==> src/rtl/fsm_cmd_decoder.sv <==
// Command decoder FSM: IDLE/LOAD/RUN/LOCK with one busy cycle after each accepted command.
// Define FSM_ERR_LOCK_EN to force LOCK when the error counter saturates.
module fsm_cmd_decoder #(
  parameter int unsigned ERR_W = 4
) (
  input  logic             clk,
  input  logic             rst_n,
  input  logic [2:0]       cmd_in,
  input  logic             cmd_valid,
  output logic             cmd_ready,
  output logic [1:0]       state_out,
  output logic             err,
  output logic [ERR_W-1:0] err_cnt
);

  typedef enum logic [1:0] {
    StIdle = 2'd0,
    StLoad = 2'd1,
    StRun  = 2'd2,
    StLock = 2'd3
  } state_e;

  localparam logic [2:0] CmdNop    = 3'd0;
  localparam logic [2:0] CmdGoLoad = 3'd1;
  localparam logic [2:0] CmdGoRun  = 3'd2;
  localparam logic [2:0] CmdGoIdle = 3'd3;
  localparam logic [2:0] CmdGoLock = 3'd4;

  localparam logic [ERR_W-1:0] CntMax = '1;
  localparam logic [ERR_W-1:0] CntPre = CntMax - 1'b1;

  state_e           state_q;
  logic             ready_q;
  logic             err_q;
  logic [ERR_W-1:0] cnt_q;

  logic   cmd_ok;
  state_e cmd_tgt;
  logic   accept;

  assign accept = cmd_valid && ready_q && (cmd_in != CmdNop);

  // Legality and target of the presented command from the current state.
  always_comb begin
    cmd_ok  = 1'b0;
    cmd_tgt = state_q;
    case (state_q)
      StIdle: begin
        if (cmd_in == CmdGoLoad) begin
          cmd_ok  = 1'b1;
          cmd_tgt = StLoad;
        end else if (cmd_in == CmdGoLock) begin
          cmd_ok  = 1'b1;
          cmd_tgt = StLock;
        end
      end
      StLoad: begin
        if (cmd_in == CmdGoRun) begin
          cmd_ok  = 1'b1;
          cmd_tgt = StRun;
        end else if (cmd_in == CmdGoIdle) begin
          cmd_ok  = 1'b1;
          cmd_tgt = StIdle;
        end else if (cmd_in == CmdGoLock) begin
          cmd_ok  = 1'b1;
          cmd_tgt = StLock;
        end
      end
      StRun: begin
        if (cmd_in == CmdGoIdle) begin
          cmd_ok  = 1'b1;
          cmd_tgt = StIdle;
        end else if (cmd_in == CmdGoLock) begin
          cmd_ok  = 1'b1;
          cmd_tgt = StLock;
        end
      end
      StLock: begin
        cmd_ok  = 1'b0;
        cmd_tgt = StLock;
      end
      default: begin
        cmd_ok  = 1'b1;
        cmd_tgt = StIdle;
      end
    endcase
  end

  always_ff @(posedge clk or negedge rst_n) begin
    if (!rst_n) begin
      state_q <= StIdle;
      ready_q <= 1'b1;
      err_q   <= 1'b0;
      cnt_q   <= '0;
    end else begin
      err_q <= 1'b0;
      if (state_q == StLock) begin
        ready_q <= 1'b0;
      end else if (!ready_q) begin
        ready_q <= 1'b1;
      end
      if (accept) begin
        ready_q <= 1'b0;
        if (cmd_ok) begin
          state_q <= cmd_tgt;
        end else begin
          err_q <= 1'b1;
          if (cnt_q != CntMax) begin
            cnt_q <= cnt_q + 1'b1;
          end
`ifdef FSM_ERR_LOCK_EN
          if (cnt_q == CntPre) begin
            state_q <= StLock;
          end
`endif
        end
      end
    end
  end

  assign cmd_ready = ready_q;
  assign state_out = state_q;
  assign err       = err_q;
  assign err_cnt   = cnt_q;

endmodule

==> config.mk <==
export PLATFORM = sky130hd
export DESIGN_NAME = fsm_cmd_decoder
export DESIGN_NICKNAME = d
export VERILOG_FILES = /design/src/rtl/fsm_cmd_decoder.sv
export SDC_FILE = /design/constraint.sdc
export NUM_CORES = 1
export LEC_CHECK = 0
export CAP_MARGIN = 20
export CORE_AREA = 2 2 39 41
export DETAILED_ROUTE_END_ITERATION = 16
export DIE_AREA = 0 0 41 43
export GPL_TIMING_DRIVEN = 0
export PLACE_DENSITY_LB_ADDON = 0.12
export SLEW_MARGIN = 0
export SYNTH_ARGS = -nofsm -noshare
export SYNTH_HDL_FRONTEND = slang
export SYNTH_SLANG_ARGS = --single-unit
export TNS_END_PERCENT = 20
==> constraint.sdc <==
create_clock -name clk -period 1.9 [get_ports clk]
set_input_delay 0.38 -clock clk [delete_from_list [all_inputs] [get_ports clk]]
set_output_delay 0.38 -clock clk [all_outputs]
set_load 0.05 [all_outputs]
==> flow_metrics.py <==
metrics = {
    "status": {
        "status": "finished, final reports clean",
    },
    "drt": {
        "wl_per_cell_um": 12.7,
        "remaining_drc_errors": 0,
        "vias_per_cell": 5.15,
        "dr_total_vias": 407,
        "drt_iter0_markers": 11,
        "wirelength_um": 1010,
        "dr.pass1.iters": 4,
        "ant_nets": 0,
    },
    "finish": {
        "antennaDiodeCount": 0,
        "design_area_sq_um": 658,
        "layout-drive-gt1-share_pct": 15.9,
        "fin_nets": 71,
        "fin_util_pct": 47.6,
        "synthToLayoutAreaGrowth_pct": 43.3,
    },
    "synthesis": {
        "synth_area_leader_cell": "dfrtp_1",
        "yosysUniqueCellTypes": 25,
        "synth-main-ff-cell": "dfrtp_1",
        "yosysWarnings": 0,
        "synthTopCellsByArea": "dfrtp_1 (38%), a21oi_1 (7.6%), dfstp_2 (5.7%)",
        "synth_nets": 53,
        "synth_async_sr_flop_share_pct": 100,
        "syn_area_sq_um": 459,
        "synth-seq-area-share_pct": 43.9,
        "syn_area_per_cell_sq_um": 9.98,
        "synth_cells": 46,
        "ys_ff_latch": 8,
        "synth_edf_count": 0,
        "synth_top_area_share_pct": 38.1,
    },
    "pwr": {
        "power_density_nw_per_um2": 1400,
        "power_switching_uw": 418,
        "p_leak_uw": 0.000302,
        "swShare_pct": 45.4,
        "clockPowerShare_pct": 15.5,
        "p_int_uw": 504,
        "peakVddDrop_uv": 715,
        "p_seq_share_pct": 30.7,
        "p_comb_share_pct": 53.8,
    },
    "worst_setup_path": {
        "cp_slowest_stage_delay_ns": 0.83,
        "path_cells": "clkdlybuf4s50_1",
        "crit_slowest_cell": "clkdlybuf4s50_1",
        "cpLargestDelayFamily": "buffers and inverters",
        "worst-setup-path-type": "reg -> out",
        "startpoint_type": "flop",
        "cp_max_fo": 5,
        "critPathCaptureType": "output pin",
        "cp.arrival_ns": 1.47,
        "required_ns": 1.52,
        "crit_buf_inv": 1,
    },
    "sta": {
        "layout_min_cycle_time_ns": 1.85,
        "finalSetupViolCount": 0,
        "fin_skew_ns": 0.00634,
        "worstMarginPinSlew_ns": 0.499,
        "timing.hold.ws_ns": 0.395,
        "timing.final.crit_share_pct": 97.6,
        "finalHoldViolCount": 0,
        "fmax_ghz": 0.539,
        "relSlewSlack_pct": 66.6,
        "rsz0062_at_grt": "false",
        "finalMaxSlewViolations": 0,
    },
    "clock_network": {
        "h-tree-depth": 1,
        "worstSkewPairLatency_ns": 0.26,
        "ctsHoldBuffers": 0,
        "cts_tree": "yes",
        "cts_setup_buffers": 0,
        "cts_buffers": 3,
        "clockRootBuffer": "clkbuf_4",
        "cts_sinks": 8,
        "clk_pin_slew_ns": 0.06,
        "cts_buffer_depth": 2,
    },
    "die": {
        "dieArea_sq_um": 1760,
        "core_area_sq_um": 1380,
        "die_w_um": 41,
        "num_rows": 14,
        "start_util_pct": 33.2,
        "die_y_um": 43,
        "io_pins": 14,
    },
    "job": {
        "max-cap-violations": 0,
    },
    "global_routing": {
        "grt_overflow": 0,
        "antenna_found_initial": 0,
        "grt_max_degree": 10,
        "grt_pass1_wl_um": 1590,
        "first_global_vias": 376,
        "grtUsageTotal_pct": 13.5,
    },
    "worst_hold_path": {
        "hp-class": "in -> reg",
    },
    "placed_design": {
        "port_buffers": 13,
        "place.gp.congestion": 0.676,
        "dpl-instance-area_sq_um": 622,
    },
}
## state kept, by name (all words and copies together), names as in the netlist
signal	cells
cmd_ready	1
err	1
state_out	2
err_cnt	4
## cells in the mapped netlist, types with 2 or more instances
master and instances:
a211o_1 2, a211oi_1 2, a21oi_1 7, dfrtp_1 7, inv_1 2, mux2_1 2, nand2b_1 3, nand3_1 2
nor2_1 3
## through the flow
step           TNS [ns]  instances  setup WS [ns]  power (uW)
6_report              0         79         0.0455         922
5_1_grt               0         79        0.00881         976
4_1_cts               0         79         0.0157         935
3_5_place_dp     -0.951         75         -0.310         787
3_3_place_gp     -0.893         75         -0.299         784
2_1_floorplan         0         46         0.0296         625
## worst register-to-register path, delay by kind of cell, from the launching register on
kind                   cells  cell delay [ns]
flip-flops                 1             0.40
multiplexers               1             0.31
AO/OA/AOI/OAI              2             0.72
AND/OR/NAND/NOR            1             0.12
buffers and inverters      1             0.13
## cell families after synthesis
family          count (synthesis)  share of synthesized area (%)
xor+xnor                        1                           1.91
compound gates                 16                           23.4
mux                             3                           8.17
flops                           8                           43.9
fa+ha+maj                       1                           2.72
simple gates                   13                           15.5
buf+inv                         4                           4.36
## power by group through the flow
| stage | clock (uW) | sequential [uW] | combinational (uW) |
|---|---|---|---|
| floorplan | 0 | 472 | 154 |
| global placement | 0 | 289 | 496 |
| detailed placement | 0 | 288 | 499 |
| CTS | 150 | 287 | 498 |
| global route | 156 | 295 | 525 |
| finish | 143 | 284 | 496 |
## path summary, 6_finish.rpt
| path | from | end | slack [ns] | depth (start not counted) |
|---|---|---|---|---|
| max in group asynchronous | rst_n | cmd_ready | 1.17 | 1 |
| worst min register to register | err_cnt[0] | err_cnt[0] | 0.55 | 1 |
| worst max register to register | state_out[0] | err_cnt[1] | 0.09 | 5 |
| worst max-delay path | err_cnt[2] | err_cnt[2] | 0.05 | 1 |
| min in group asynchronous | rst_n | err_cnt[0] | 0.41 | 1 |
| worst min-delay path | cmd_in[1] | state_out[0] | 0.40 | 2 |
## per-layer routing
layer / wire length [um] / GRT usage (%)
met1: 451 / 17.3
met2: 493 / 19.7
met3: 44 / 3.14
met4: 17 / 8.00
met5: 0 / 0
## what timing repair did
action                                  4_1_cts  5_1_grt
resized for setup                             2        4
hold endpoints to repair                      0        0
pin swaps                                     1        1
endpoints found under the setup margin        3        4
## placed cells by master (no fill, tap or decap), types with 2 or more instances in the layout
cell type,count
dlygate4sd2_1,2
dfrtp_1,5
inv_1,2
nand3_1,2
dfrtp_2,2
nand2b_1,3
clkbuf_4,3
mux2_1,2
a211o_1,2
nor2_1,3
dlymetal6s2s_1,3
clkdlybuf4s50_1,8
a21oi_1,7
buf_6,2
## layout make-up
type | instances | area (sq um)
fill | 133 | 726
multi-input combinational | 34 | 243
sequential | 8 | 204
timing repair buffer | 13 | 135
clock buffer | 4 | 26.3
buffer | 2 | 22.5
tap | 16 | 20.0
inverter | 2 | 7.51
(Power assumes the default switching activity.)
